==> config.mk <==
export PLATFORM = sky130hd
export DESIGN_NAME = brc_seq_flat
export DESIGN_NICKNAME = d
export VERILOG_FILES = /design/src/rtl/brc_seq_if.sv /design/src/rtl/brc_seq.sv /design/src/flat_wrapper.sv
export SDC_FILE = /design/constraint.sdc
export NUM_CORES = 1
export LEC_CHECK = 0
export BUFFER_PORTS_ARGS = -buffer_cell sky130_fd_sc_hd__buf_2
export CELL_PAD_IN_SITES_DETAIL_PLACEMENT = 1
export CELL_PAD_IN_SITES_GLOBAL_PLACEMENT = 1
export CORE_AREA = 2 2 97 108
export DETAILED_ROUTE_END_ITERATION = 16
export DIE_AREA = 0 0 99 110
export GPL_TIMING_DRIVEN = 1
export PLACE_DENSITY = 0.8
export SYNTH_ARGS = -nofsm -noshare
export SYNTH_HDL_FRONTEND = slang
export SYNTH_SLANG_ARGS = --single-unit
==> constraint.sdc <==
create_clock -name i_clk -period 2.75 [get_ports i_clk]
set_input_delay 0.275 -clock i_clk [delete_from_list [all_inputs] [get_ports i_clk]]
set_output_delay 0.275 -clock i_clk [all_outputs]
set_load 0.05 [all_outputs]
==> src/rtl/brc_seq_if.sv <==
// ----------------------------------------------------------------------------
// brc_seq_if
// Request/response bundle for the multi-cycle branch comparator brc_seq.
//   Request  : i_valid/o_ready handshake plus operands (i_rs1_data,
//              i_rs2_data, i_imm_ext), operand-B select (i_slti_sel),
//              i_funct3, i_br_un and the abandon strobe i_flush.
//   Response : o_valid/i_ready handshake plus o_br_less, o_br_equal, o_taken.
// Signal names keep the i_/o_ prefixes as seen from the comparator.
// Modports:
//   slave  - the comparator side
//   master - the requester/consumer side
// ----------------------------------------------------------------------------
interface brc_seq_if #(
    parameter int WIDTH = 32
);
    logic             i_valid;
    logic             o_ready;
    logic [WIDTH-1:0] i_rs1_data;
    logic [WIDTH-1:0] i_rs2_data;
    logic [WIDTH-1:0] i_imm_ext;
    logic             i_slti_sel;
    logic [2:0]       i_funct3;
    logic             i_br_un;
    logic             i_flush;
    logic             o_valid;
    logic             i_ready;
    logic             o_br_less;
    logic             o_br_equal;
    logic             o_taken;

    modport slave (
        input  i_valid, i_rs1_data, i_rs2_data, i_imm_ext, i_slti_sel,
               i_funct3, i_br_un, i_flush, i_ready,
        output o_ready, o_valid, o_br_less, o_br_equal, o_taken
    );

    modport master (
        output i_valid, i_rs1_data, i_rs2_data, i_imm_ext, i_slti_sel,
               i_funct3, i_br_un, i_flush, i_ready,
        input  o_ready, o_valid, o_br_less, o_br_equal, o_taken
    );
endinterface

==> src/rtl/brc_seq.sv <==
// ----------------------------------------------------------------------------
// brc_seq
// Multi-cycle RISC-V branch comparator. Operands are compared CHUNK bits per
// cycle, least-significant chunk first; the most significant differing chunk
// decides "less". Results are registered and held until the consumer takes
// them.
// Ports:
//   i_clk  - clock, rising edge
//   i_rst  - synchronous active-high reset
//   bus    - brc_seq_if.slave (request + response handshakes and data)
// Parameters:
//   WIDTH  - operand width
//   CHUNK  - bits compared per cycle; must divide WIDTH
// Optional feature macro: BRC_SEQ_EQ_FASTPATH_EN
//   Defined: BEQ/BNE resolve equality with a full-width XOR reduction at
//   accept and finish on the next edge with o_br_less = 0.
//   Undefined: every funct3 takes the serial path.
// ----------------------------------------------------------------------------
module brc_seq #(
    parameter int WIDTH = 32,
    parameter int CHUNK = 8
) (
    input  logic       i_clk,
    input  logic       i_rst,
    brc_seq_if.slave   bus
);
    localparam int NCHUNK = WIDTH / CHUNK;
    localparam int CW     = (NCHUNK > 1) ? $clog2(NCHUNK) : 1;

    // Elaboration-time configuration guard
    generate
        if ((CHUNK <= 0) || ((WIDTH % CHUNK) != 0)) begin : g_bad_cfg
            $error("brc_seq: WIDTH must be a multiple of CHUNK");
        end
    endgenerate

    typedef enum logic [1:0] {
        IDLE = 2'b00,
        BUSY = 2'b01,
        DONE = 2'b10
    } state_t;

    // Branch resolution from the latched funct3 and the compare flags
    function automatic logic taken_fn(input logic [2:0] f3,
                                      input logic       eq,
                                      input logic       lt);
        logic t;
        case (f3)
            3'b000:         t = eq;
            3'b001:         t = ~eq;
            3'b100, 3'b110: t = lt;
            3'b101, 3'b111: t = ~lt;
            default:        t = 1'b0;
        endcase
        return t;
    endfunction

    state_t           state_q;
    logic [CW-1:0]    cnt_q;
    logic [WIDTH-1:0] a_q;
    logic [WIDTH-1:0] b_q;
    logic [2:0]       f3_q;
    logic             un_q;
    logic             fast_q;
    logic             eq_acc_q;
    logic             lt_acc_q;
    logic             ready_q;
    logic             valid_q;
    logic             less_q;
    logic             equal_q;
    logic             taken_q;

    logic [WIDTH-1:0] b_sel_s;
    logic             fast_sel_s;
    logic             eq_init_s;
    logic             last_s;
    logic [CHUNK-1:0] a_ch_s;
    logic [CHUNK-1:0] b_ch_s;
    logic             eq_d;
    logic             lt_d;

    // Operand-B select and the optional equality fast path decision at accept
    always_comb begin
        b_sel_s = bus.i_slti_sel ? bus.i_imm_ext : bus.i_rs2_data;
`ifdef BRC_SEQ_EQ_FASTPATH_EN
        fast_sel_s = (bus.i_funct3[2:1] == 2'b00);
        eq_init_s  = ~|(bus.i_rs1_data ^ b_sel_s);
`else
        fast_sel_s = 1'b0;
        eq_init_s  = 1'b1;
`endif
    end

    // Current chunk compare; operands are shifted down so the active chunk
    // always sits in the low bits. Flipping the MSB of the top chunk turns a
    // two's-complement compare into an unsigned one.
    always_comb begin
        last_s = (cnt_q == CW'(NCHUNK - 1));
        a_ch_s = a_q[CHUNK-1:0];
        b_ch_s = b_q[CHUNK-1:0];
        if (last_s && !un_q) begin
            a_ch_s[CHUNK-1] = ~a_q[CHUNK-1];
            b_ch_s[CHUNK-1] = ~b_q[CHUNK-1];
        end else begin
            a_ch_s[CHUNK-1] = a_q[CHUNK-1];
            b_ch_s[CHUNK-1] = b_q[CHUNK-1];
        end
        if (a_ch_s != b_ch_s) begin
            lt_d = (a_ch_s < b_ch_s);
            eq_d = 1'b0;
        end else begin
            lt_d = lt_acc_q;
            eq_d = eq_acc_q;
        end
    end

    // Control FSM, datapath registers and registered outputs
    always_ff @(posedge i_clk) begin
        if (i_rst) begin
            state_q  <= IDLE;
            cnt_q    <= {CW{1'b0}};
            a_q      <= {WIDTH{1'b0}};
            b_q      <= {WIDTH{1'b0}};
            f3_q     <= 3'b000;
            un_q     <= 1'b0;
            fast_q   <= 1'b0;
            eq_acc_q <= 1'b1;
            lt_acc_q <= 1'b0;
            ready_q  <= 1'b1;
            valid_q  <= 1'b0;
            less_q   <= 1'b0;
            equal_q  <= 1'b0;
            taken_q  <= 1'b0;
        end else begin
            case (state_q)
                IDLE: begin
                    // i_flush is deliberately ignored here
                    if (bus.i_valid) begin
                        a_q      <= bus.i_rs1_data;
                        b_q      <= b_sel_s;
                        f3_q     <= bus.i_funct3;
                        un_q     <= bus.i_br_un | (bus.i_funct3[2:1] == 2'b11);
                        fast_q   <= fast_sel_s;
                        cnt_q    <= {CW{1'b0}};
                        eq_acc_q <= eq_init_s;
                        lt_acc_q <= 1'b0;
                        ready_q  <= 1'b0;
                        state_q  <= BUSY;
                    end else begin
                        state_q  <= IDLE;
                    end
                end
                BUSY: begin
                    if (bus.i_flush) begin
                        ready_q <= 1'b1;
                        valid_q <= 1'b0;
                        state_q <= IDLE;
                    end else if (fast_q) begin
                        less_q  <= 1'b0;
                        equal_q <= eq_acc_q;
                        taken_q <= taken_fn(f3_q, eq_acc_q, 1'b0);
                        valid_q <= 1'b1;
                        state_q <= DONE;
                    end else if (last_s) begin
                        less_q  <= lt_d;
                        equal_q <= eq_d;
                        taken_q <= taken_fn(f3_q, eq_d, lt_d);
                        valid_q <= 1'b1;
                        state_q <= DONE;
                    end else begin
                        lt_acc_q <= lt_d;
                        eq_acc_q <= eq_d;
                        a_q      <= a_q >> CHUNK;
                        b_q      <= b_q >> CHUNK;
                        cnt_q    <= cnt_q + CW'(1);
                    end
                end
                DONE: begin
                    // Flush and handshake both retire the result; the next
                    // request can only be accepted from IDLE.
                    if (bus.i_flush || bus.i_ready) begin
                        ready_q <= 1'b1;
                        valid_q <= 1'b0;
                        state_q <= IDLE;
                    end else begin
                        state_q <= DONE;
                    end
                end
                default: begin
                    ready_q <= 1'b1;
                    valid_q <= 1'b0;
                    state_q <= IDLE;
                end
            endcase
        end
    end

    assign bus.o_ready    = ready_q;
    assign bus.o_valid    = valid_q;
    assign bus.o_br_less  = less_q;
    assign bus.o_br_equal = equal_q;
    assign bus.o_taken    = taken_q;

endmodule

==> src/flat_wrapper.sv <==
// flat-port wrapper written by rule: the top's interface ports become plain ports
module brc_seq_flat 
#(
    parameter int WIDTH = 32,
    parameter int CHUNK = 8
)
  (i_clk, i_rst, bus_i_valid, bus_i_rs1_data, bus_i_rs2_data, bus_i_imm_ext, bus_i_slti_sel, bus_i_funct3, bus_i_br_un, bus_i_flush, bus_i_ready, bus_o_ready, bus_o_valid, bus_o_br_less, bus_o_br_equal, bus_o_taken);
  brc_seq_if #(.WIDTH(WIDTH)) bus_i ();
  input  logic i_clk;
  input  logic i_rst;
  input wire logic [$bits(bus_i.i_valid)-1:0] bus_i_valid;
  input wire logic [$bits(bus_i.i_rs1_data)-1:0] bus_i_rs1_data;
  input wire logic [$bits(bus_i.i_rs2_data)-1:0] bus_i_rs2_data;
  input wire logic [$bits(bus_i.i_imm_ext)-1:0] bus_i_imm_ext;
  input wire logic [$bits(bus_i.i_slti_sel)-1:0] bus_i_slti_sel;
  input wire logic [$bits(bus_i.i_funct3)-1:0] bus_i_funct3;
  input wire logic [$bits(bus_i.i_br_un)-1:0] bus_i_br_un;
  input wire logic [$bits(bus_i.i_flush)-1:0] bus_i_flush;
  input wire logic [$bits(bus_i.i_ready)-1:0] bus_i_ready;
  output wire logic [$bits(bus_i.o_ready)-1:0] bus_o_ready;
  output wire logic [$bits(bus_i.o_valid)-1:0] bus_o_valid;
  output wire logic [$bits(bus_i.o_br_less)-1:0] bus_o_br_less;
  output wire logic [$bits(bus_i.o_br_equal)-1:0] bus_o_br_equal;
  output wire logic [$bits(bus_i.o_taken)-1:0] bus_o_taken;
  assign bus_i.i_valid = bus_i_valid;
  assign bus_i.i_rs1_data = bus_i_rs1_data;
  assign bus_i.i_rs2_data = bus_i_rs2_data;
  assign bus_i.i_imm_ext = bus_i_imm_ext;
  assign bus_i.i_slti_sel = bus_i_slti_sel;
  assign bus_i.i_funct3 = bus_i_funct3;
  assign bus_i.i_br_un = bus_i_br_un;
  assign bus_i.i_flush = bus_i_flush;
  assign bus_i.i_ready = bus_i_ready;
  assign bus_o_ready = bus_i.o_ready;
  assign bus_o_valid = bus_i.o_valid;
  assign bus_o_br_less = bus_i.o_br_less;
  assign bus_o_br_equal = bus_i.o_br_equal;
  assign bus_o_taken = bus_i.o_taken;
  brc_seq #(.WIDTH(WIDTH), .CHUNK(CHUNK)) u_core (.i_clk(i_clk), .i_rst(i_rst), .bus(bus_i));
endmodule
==> impl_metrics.csv, run 1 <==
group,metric,value,unit
floorplanning,die_h,110,um
sta,setup_tns,0,ns
critical_path,start_kind,"register",
floorplanning,start_util,40.4,%
finish,drive_above_1_share,26.4,%
finish,diodes,0,
sta,relSlewSlack,47.1,%
yosys,avgSynthCellArea,8.23,um^2
yosys,netlist.area_leader.share,40.2,%
clock_tree,ctsHoldBuffers,0,
yosys,yosysMostFrequentCell,"nand2_1",
clock_tree,clk_path_buf_depth,2,
yosys,syn_nets,592,
yosys,synth.area.top_cells,"dfxtp_1 40%, nand2_1 9.8%, mux2i_1 6.9%",
drt,drc,0,
clock_tree,cts_tree,"built",
power,max-vdd-ir-drop,0.225,mV
global_routing,track_usage,20.5,%
sta,timing_hold_violations_final,0,
drt,vias,3754,
yosys,ys_async_sr_fraction,0,%
yosys,ys_ff_latch,79,
yosys,ys.flop_type,"dfxtp_1",
yosys,synthMuxAreaShare,10.0,%
critical_path,critPathTopFamily,"compound AO/OA/AOI/OAI gates",
sta,maxSlewViolCount,0,
finish,syn_to_final_growth,21.3,%
yosys,synth.distinct_cells,44,
global_routing,grt_pass1_wl,17900,um
sta,setup_viol,0,
clock_tree,cts_buffers,9,
drt,dr.pass1.iters,4,
yosys,synth-simple-area-share,20.0,%
status,status,"completed",
placed_design,gp_congestion,0.862,
yosys,synth-compound-area-share,21.0,%
placed_design,placed_cell_area,4520,um^2
sta,whs,0.153,ns
drt,via_per_inst,5.43,
yosys,netlist_instances,478,
drt,drt_iter0_drc,147,
critical_path,cp-end-kind,"register",
yosys,yosysWarningCount,0,
critical_path,crit_path_max_incr_delay,0.64,ns
finish,instances_no_fill,691,
sta,fin_skew,0.0111,ns
drt,drt-total-wl,10800,um
clock_tree,clock-root-buffer,"clkbuf_8",
power,power.total,2.90,mW
clock_tree,cts-resized-gates,0,
global_routing,grt_pass1_vias,3862,
sta,rsz0062_at_grt,"no",
clock_tree,cts_max_level,3,
placed_design,placedCellCount,675,
flow_run,maxCapViolCount,0,
yosys,synth_xor_area_share,0.223,%
clock_tree,post-cts-setup-buffer-count,0,
critical_path,cp_num_buf_inv,1,
critical_path,rrSetupSlack,0.69,ns
critical_path,cp.required,2.99,ns
critical_path,slowest_stage,"a2111oi_0",
floorplanning,ios,111,
finish,num-nets-final,680,
floorplanning,core,9750,um^2
clock_tree,clock_sinks,79,
worst_hold_path,hp-class,"in -> reg",
sta,tightest_slew,0.793,ns
placed_design,dp_hpwl,7690,um
sta,period_needed,2.06,ns
global_routing,grt-ovfl-total,0,
critical_path,cp_data_arrival_time,2.30,ns
power,cellPowerDensity,607,nW/um^2
yosys,synthTopCellsByCount,"103 x nand2_1, 79 x dfxtp_1, 55 x nor2_1, 35 x a21oi_1, 27 x mux2i_1",
yosys,syn_area,3930,um^2
clock_tree,clkLatencyLatePin,0.36,ns
critical_path,crit_path_max_fanout,3,
yosys,synth_largest_area_cell,"dfxtp_1",
finish,fillCellCount,1219,
floorplanning,die_w,99,um
floorplanning,num_rows,38,
yosys,yosysSeqAreaShare,40.2,%
sta,fmax,0.485,GHz
critical_path,crit_chain,"inv_1, ha_1, nand2b_1, a2111oi_0, nor4_1, o2111ai_1, nand3_1",
power,p_leak,2.07,nW
critical_path,path_class,"reg -> reg",
yosys,synthAdderAreaFrac,2.54,%
drt,antenna_left,0,
sta,period_share,75.0,%
finish,final_cell_area,4770,um^2
global_routing,antenna_found_initial,0,
placed_design,port_buffers,110,
clock_tree,path_clk_slew,0.09,ns
yosys,synth_top_family_by_area,"compound AO/OA/AOI/OAI gates",
yosys,synth_edf_count,0,
floorplanning,dieArea,10900,um^2
drt,routedWlPerCell,15.6,um
global_routing,grt_max_degree,74,
[cells in the final DEF, fill, tap and decap left out, types with 3 or more instances in the layout]
| master | Yosys | final |
|---|---|---|
| mux2i_1 | 27 | 27 |
| clkbuf_8 | 0 | 10 |
| nand4_1 | 3 | 3 |
| ha_1 | 8 | 8 |
| a311oi_1 | 24 | 24 |
| nand2b_1 | 4 | 3 |
| a21oi_1 | 35 | 35 |
| o211ai_1 | 24 | 24 |
| buf_2 | 20 | 110 |
| nand3_1 | 4 | 4 |
| nor2_1 | 55 | 55 |
| a211oi_1 | 3 | 3 |
| mux2_2 | 9 | 9 |
| o21ai_0 | 3 | 3 |
| bufinv_16 | 0 | 3 |
| buf_4 | 2 | 5 |
| a22oi_1 | 16 | 16 |
| inv_1 | 10 | 10 |
| a211o_1 | 3 | 3 |
| nand2_1 | 103 | 103 |
| dfxtp_1 | 79 | 79 |
[final timing paths]
path                                endpoint  cells after the start                         from
min              u_core.a_q[29]$_SDFFE_PP0P_                      3           bus_i_rs1_data[29]
max          u_core.bus.o_taken$_SDFFE_PP0P_                      7   u_core.a_q[0]$_SDFFE_PP0P_
min reg2reg      u_core.b_q[15]$_SDFFE_PP0P_                      2  u_core.b_q[15]$_SDFFE_PP0P_
max reg2reg  u_core.bus.o_taken$_SDFFE_PP0P_                      7   u_core.a_q[0]$_SDFFE_PP0P_
[power by group]
part	internal (mW)	switching, mW	total [mW]
combinational	0.223	0.295	0.519
sequential	1.23	0.0562	1.29
clock	0.634	0.456	1.09
total	2.09	0.808	2.90
[cell type report]
type | count | area (um^2) | share of cell area, %
multi-input cells | 349 | 2120 | 44.5
flip-flops and latches | 79 | 1580 | 33.1
repair buffers | 117 | 628 | 13.2
well taps | 120 | 150 | 3.15
clock buffers | 10 | 138 | 2.88
clock inverters | 6 | 116 | 2.44
inverters | 10 | 37.5 | 0.786
[routing by layer]
| layer | global-route usage [%] | vias to the layer above | share of wire, % |
|---|---|---|---|
| met5 | 0 | - | 0 |
| met3 | 4.35 | 22 | 3.6 |
| met4 | 8.41 | 0 | 2.6 |
| li1 | - | 1872 | - |
| met2 | 37.5 | 92 | 51 |
| met1 | 23.3 | 1768 | 43 |
[metrics by stage]
stage,utilization (%),setup slack (ns)
final,49.0,0.686
after global routing,49.0,0.588
after CTS,49.0,0.757
after detailed placement,46.4,0.782
after global placement,46.4,0.918
after floorplan,-,1.08
[worst register-to-register path, cell delays in order, from the launching register on]
cell and delay [ns]:
dfxtp_1 0.34, inv_1 0.05, ha_1 0.31, nand2b_1 0.17, a2111oi_0 0.64, nor4_1 0.11, o2111ai_1 0.23, nand3_1 0.11
[cells by family (layout without fill, tap and decap cells)]
| group | Yosys count | after routing |
|---|---|---|
| xor gates and xnor gates | 1 | 1 |
| adders and majority gates | 8 | 8 |
| AOI/OAI and AO/OA | 117 | 117 |
| muxes | 37 | 37 |
| buffers and inverters | 50 | 143 |
| and+or+nand+nor | 186 | 186 |
| DFF | 79 | 79 |
[flip-flops by register name, indices dropped and copies added (netlist names), 2 cells and up]
signal	count
u_core.a_q	32
u_core.f3_q	3
u_core.state_q	2
u_core.cnt_q	2
u_core.b_q	32
(Power assumes the default switching activity.)
==> inputs of run 2 (changes only) <==
CORE_AREA = 2 2 106 118   (was 2 2 97 108)
DIE_AREA = 0 0 108 120   (was 0 0 99 110)
PLACE_DENSITY = 0.71   (was 0.8)
clock period = 1.7 ns   (was 2.75 ns; I/O delays follow)
==> run 2 against run 1 <==
Compared with the run above:
- the flow now finishes with violations (setup timing)
- register-to-register slack got worse by 0.75 ns
- non-clock buffer count rose by 16
- via count rose by 1.4%
- combinational power rose by 110%
- critical path type unchanged
==> impl_metrics.csv, run 2 (synthesis results as in run 1) <==
group,metric,value,unit
critical_path,reg2reg_depth,7,
placed_design,place_ws,-0.136,ns
drt,drt_iter0_drc,192,
finish,fillCellCount,1441,
global_routing,grt_pass1_vias,4113,
finish,seqCellArea,1590,um^2
placed_design,dp_hpwl,8010,um
global_routing,use_met1,22.2,%
global_routing,antenna_found_initial,0,
placed_design,port_buffers,110,
clock_tree,cts_max_level,3,
drt,routedWlPerCell,16.2,um
worst_hold_path,hp-class,"in -> reg",
finish,final_cell_mix,"110 x buf_2, 102 x nand2_1, 72 x dfxtp_1",
sta,period_share,104,%
drt,via_per_inst,5.14,
sta,setup_viol,3,
floorplanning,start_util,33.3,%
global_routing,met2_usage,34.5,%
finish,final_common_cell,"buf_2",
critical_path,cp_num_buf_inv,1,
drt,drt-total-wl,12000,um
clock_tree,clkLatencyLatePin,0.34,ns
drt,drc,0,
critical_path,cp_data_arrival_time,2.03,ns
critical_path,rrSetupSlack,-0.06,ns
finish,final_cell_area,5330,um^2
critical_path,crit_path_max_fanout,2,
sta,timing_hold_violations_final,0,
global_routing,grt_max_degree,74,
clock_tree,clock-root-buffer,"clkbuf_16",
global_routing,grt-ovfl-total,0,
critical_path,timing.rr.start,"u_core.b_q[0]$_SDFFE_PP0P_",
floorplanning,die_h,120,um
floorplanning,dieArea,13000,um^2
worst_hold_path,hold_path_depth,3,
placed_design,gp_congestion,0.767,
critical_path,cp-end-kind,"register",
critical_path,crit_chain,"ha_4, buf_6, nand4_1, or4b_4, nand2_2, a21oi_2, nor3_2",
status,status,"finished, violations left",
sta,relSlewSlack,61.2,%
sta,fmax,0.568,GHz
global_routing,track_usage,19.1,%
drt,vias,3806,
placed_design,placed_cell_area,4680,um^2
critical_path,start_kind,"register",
finish,syn_to_final_growth,35.6,%
critical_path,critPathTopFamily,"simple AND/OR/NAND/NOR gates",
critical_path,slowest_stage,"or4b_4",
global_routing,top_usage_layer,"met2",
power,p_leak,2.26,nW
clock_tree,cts_buffers,9,
finish,multi_input_area,2290,um^2
drt,antenna_left,0,
critical_path,path_class,"reg -> reg",
floorplanning,num_rows,42,
power,max-vdd-ir-drop,0.519,mV
sta,fin_skew,0.00509,ns
worst_hold_path,min-delay-start,"bus_i_rs1_data[28]",
critical_path,critical_path.startpoint,"u_core.b_q[0]$_SDFFE_PP0P_",
global_routing,grt_use_met3,2.50,%
clock_tree,ctsHoldBuffers,0,
floorplanning,core,11800,um^2
floorplanning,die_w,108,um
finish,drive_above_1_share,33.6,%
critical_path,cp.required,1.97,ns
flow_run,maxCapViolCount,0,
clock_tree,path_clk_slew,0.06,ns
sta,fin_ws,-0.0617,ns
finish,num-nets-final,696,
critical_path,timing.rr.end,"u_core.bus.o_br_less$_SDFFE_PP0P_",
global_routing,grt_pass1_wl,19500,um
sta,maxSlewViolCount,0,
clock_tree,clock_sinks,79,
critical_path,crit_path_max_incr_delay,0.56,ns
drt,dr.pass1.iters,4,
sta,setup_tns,-0.174,ns
power,cellPowerDensity,1010,nW/um^2
floorplanning,ios,111,
sta,period_needed,1.76,ns
clock_tree,clk_path_buf_depth,2,
sta,tightest_slew,0.580,ns
finish,reg_top3,"u_core.a_q (32), u_core.b_q (32), u_core.f3_q (3)",
status,violations,"setup timing",
sta,rsz0062_at_grt,"yes",
sta,whs,0.0670,ns
power,power.total,5.41,mW
clock_tree,cts_tree,"built",
worst_hold_path,holdPathEnd,"u_core.a_q[28]$_SDFFE_PP0P_",
finish,diodes,0,
-- run 2: cell count changes in the layout (fill, tap and decap cells not counted), moves of 3 or more --
cell and change:
buf_12 +6, inv_2 +3, dfxtp_1 -7, ha_1 -7
clkbuf_16 +9, buf_4 +6, ha_4 +7, inv_1 -3
clkbuf_8 -9, dfxtp_2 +7
-- run 2: worst max-delay path by stage --
| stage | slack (ns) | to | cells after the start |
|---|---|---|---|
| finish | -0.06 | u_core.bus.o_br_less$_SDFFE_PP0P_ | 7 |
| global route | -0.16 | u_core.bus.o_taken$_SDFFE_PP0P_ | 5 |
| CTS | -0.03 | u_core.lt_acc_q$_SDFFE_PP0P_ | 7 |
| detailed placement | -0.14 | u_core.lt_acc_q$_SDFFE_PP0P_ | 6 |
| global placement | -0.07 | u_core.a_q[5]$_SDFFE_PP0P_ | 7 |
| floorplan | 0.03 | u_core.bus.o_br_less$_SDFFE_PP0P_ | 7 |
-- run 2: tightest hold or removal path, stage by stage --
cell	delay, ns
buf_2	0.08
a22oi_1	0.05
nor2_1	0.07
-- run 2: repair_timing --
| item | 4_1_cts | 5_1_grt |
|---|---|---|
| gates resized for setup | 20 | 19 |
| buffers inserted | 1 | 3 |
| pin swaps | 10 | 13 |
| gates cloned | 2 | 0 |
| setup endpoints to repair | 24 | 42 |
| endpoints found under the hold margin | 0 | 0 |
-- run 2: metrics by stage --
stage,util (%),instances
final,45.1,741
after CTS,44.0,739
after global routing,45.1,741
after detailed placement,39.6,720
after floorplan,-,478
after global placement,39.6,720
-- run 2: power by group --
part / switching [mW] / internal [mW] / total, mW
logic: 0.560 / 0.508 / 1.07
clock network: 0.782 / 1.47 / 2.25
registers: 0.0956 / 2.00 / 2.09
-- run 2: area by class of cell --
cell class / instances / share of cell area [%]
well taps: 154 / 3.61
clock buffers: 10 / 4.48
flip-flops and latches: 79 / 29.8
clock inverters: 6 / 2.02
multi-input cells: 349 / 43.0
inverters: 10 / 0.704
repair buffers: 133 / 16.3
-- run 2: metal layers --
metal | wire [um] | vias up
met5 | 0 | -
met4 | 316 | 0
met3 | 292 | 25
met2 | 6360 | 69
met1 | 5030 | 1818
li1 | - | 1894
==> inputs of run 3 (changes only) <==
CORE_AREA = 2 2 105 117   (was 2 2 106 118)
CTS_BUF_LIST = sky130_fd_sc_hd__clkbuf_8   (was default)
DIE_AREA = 0 0 107 119   (was 0 0 108 120)
GPL_TIMING_DRIVEN = default   (was 1)
PLACE_DENSITY = 0.72   (was 0.71)
TNS_END_PERCENT = 30   (was default)
==> run 3 against run 2 <==
Compared with the run above:
- the flow still finishes with violations (setup timing)
- critical path depth unchanged
- register-to-register slack improved by 0.02 ns
- global-route usage about the same
- count of clock-buffer cells in the layout increased by 2
- design area decreased by 1.8%
- first-iteration DRC count decreased by 1.6%
- clock power decreased by 34%
- cell count unchanged
- wire length increased by 1.6%
- highest routed layer unchanged
==> impl_metrics.csv, run 3 (synthesis results as in run 1) <==
group,metric,value,unit
finish,fillCellCount,1427,
finish,syn_to_final_growth,33.1,%
floorplanning,dieArea,12700,um^2
critical_path,cp_data_arrival_time,1.97,ns
global_routing,top_usage_layer,"met2",
power,max-vdd-ir-drop,0.432,mV
floorplanning,ios,111,
drt,dr.pass1.iters,4,
placed_design,gp_congestion,0.773,
clock_tree,clk_path_buf_depth,2,
global_routing,met2_usage,34.8,%
global_routing,use_met1,21.7,%
finish,instances_no_fill,741,
critical_path,cp_num_buf_inv,1,
floorplanning,start_util,33.6,%
clock_tree,clock-root-buffer,"clkbuf_8",
clock_tree,clkLatencyLatePin,0.36,ns
finish,drive_above_1_share,34.8,%
critical_path,cp-end-kind,"register",
critical_path,path_class,"reg -> reg",
sta,period_needed,1.74,ns
placed_design,placedCellCount,720,
global_routing,antenna_found_initial,0,
sta,maxSlewViolCount,0,
global_routing,grt_use_met3,3.34,%
status,status,"finished, violations left",
critical_path,critPathTopFamily,"simple AND/OR/NAND/NOR gates",
finish,reg_top3,"u_core.a_q (32), u_core.b_q (32), u_core.f3_q (3)",
clock_tree,cts_buffers,9,
global_routing,grt_pass1_vias,4049,
global_routing,grt-ovfl-total,0,
floorplanning,num_rows,42,
power,p_leak,2.22,nW
critical_path,crit_chain,"inv_2, ha_4, o21a_1, nor2_2, or4_4, a32oi_2, nor2_1",
critical_path,slowest_stage,"or4_4",
placed_design,port_buffers,110,
sta,setup_viol,3,
global_routing,track_usage,19.1,%
finish,multi_input_area,2330,um^2
clock_tree,cts_tree,"built",
flow_run,maxCapViolCount,0,
sta,fin_skew,0.0118,ns
critical_path,crit_path_max_fanout,3,
finish,final_cell_area,5240,um^2
drt,drt-total-wl,12200,um
sta,tightest_slew,0.490,ns
finish,final_common_cell,"buf_2",
finish,final_cell_mix,"110 x buf_2, 102 x nand2_1, 70 x dfxtp_1",
clock_tree,clock_sinks,79,
drt,via_per_inst,5.15,
sta,period_share,102,%
placed_design,place_ws,-0.142,ns
critical_path,crit_path_max_incr_delay,0.50,ns
placed_design,dp_hpwl,8080,um
clock_tree,path_clk_slew,0.09,ns
critical_path,start_kind,"register",
clock_tree,cts_max_level,3,
finish,num-nets-final,696,
global_routing,grt_pass1_wl,19300,um
finish,diodes,0,
drt,drt_iter0_drc,189,
floorplanning,die_h,119,um
sta,fin_ws,-0.0411,ns
drt,vias,3814,
floorplanning,die_w,107,um
status,violations,"setup timing",
worst_hold_path,hp-class,"in -> reg",
floorplanning,core,11700,um^2
power,cellPowerDensity,889,nW/um^2
global_routing,grt_max_degree,74,
finish,seqCellArea,1590,um^2
drt,routedWlPerCell,16.4,um
drt,antenna_left,0,
finish,utilization,44.7,%
placed_design,placed_cell_area,4690,um^2
sta,fmax,0.574,GHz
sta,relSlewSlack,67.3,%
sta,rsz0062_at_grt,"yes",
critical_path,cp.required,1.93,ns
sta,timing_hold_violations_final,0,
drt,drc,0,
## run 3: tightest hold or removal path, delay by kind of cell
| family | cells | cell delay, ns |
|---|---|---|
| and+or+nand+nor | 1 | 0.08 |
| AOI/OAI and AO/OA | 1 | 0.05 |
| buffers and inverters | 1 | 0.08 |
## run 3: layout make-up
cell class                      instances  area share [%]
Multi-Input combinational cell        349            44.6
Clock buffer                           12            3.15
Inverter                               10           0.717
Tap cell                              154            3.68
Clock inverter                          4           0.836
Timing Repair Buffer                  133            16.6
Sequential cell                        79            30.4
## run 3: where the power goes
part | switching (mW) | internal [mW] | total [mW]
Clock | 0.688 | 0.789 | 1.48
Sequential | 0.0961 | 1.99 | 2.09
Combinational | 0.564 | 0.521 | 1.08
Total | 1.35 | 3.31 | 4.65
## run 3: through the flow
step | setup TNS (ns) | power (mW) | hold slack [ns]
finish | -0.0687 | 4.65 | 0.0625
global route | -0.321 | 4.87 | 0.0700
CTS | -0.0136 | 4.59 | 0.0495
detailed placement | -0.745 | 3.02 | 0.426
global placement | -0.191 | 2.98 | 0.406
floorplan | 0 | 2.68 | 0.248
## run 3: final timing paths
path | slack (ns) | startpoint | cells past startpoint | endpoint
max | -0.04 | u_core.b_q[3]$_SDFFE_PP0P_ | 7 | u_core.lt_acc_q$_SDFFE_PP0P_
max reg2reg | -0.04 | u_core.b_q[3]$_SDFFE_PP0P_ | 7 | u_core.lt_acc_q$_SDFFE_PP0P_
min | 0.06 | bus_i_rs1_data[29] | 3 | u_core.a_q[29]$_SDFFE_PP0P_
min reg2reg | 0.46 | u_core.b_q[16]$_SDFFE_PP0P_ | 2 | u_core.b_q[16]$_SDFFE_PP0P_
## run 3: timing repair
| item | 4_1_cts | 5_1_grt |
|---|---|---|
| pin swaps | 12 | 4 |
| setup buffers | 1 | 1 |
| hold endpoints to repair | 0 | 0 |
| hold buffers | 0 | 0 |
| gates resized for setup | 26 | 18 |
| cloned | 1 | 2 |
| endpoints found under the setup margin | 21 | 24 |
## run 3: routing by layer
layer / vias up / routed length, um
met1: 1790 / 5150
met4: 0 / 386
met5: - / 0
met3: 24 / 409
met2: 95 / 6240
li1: 1905 / -
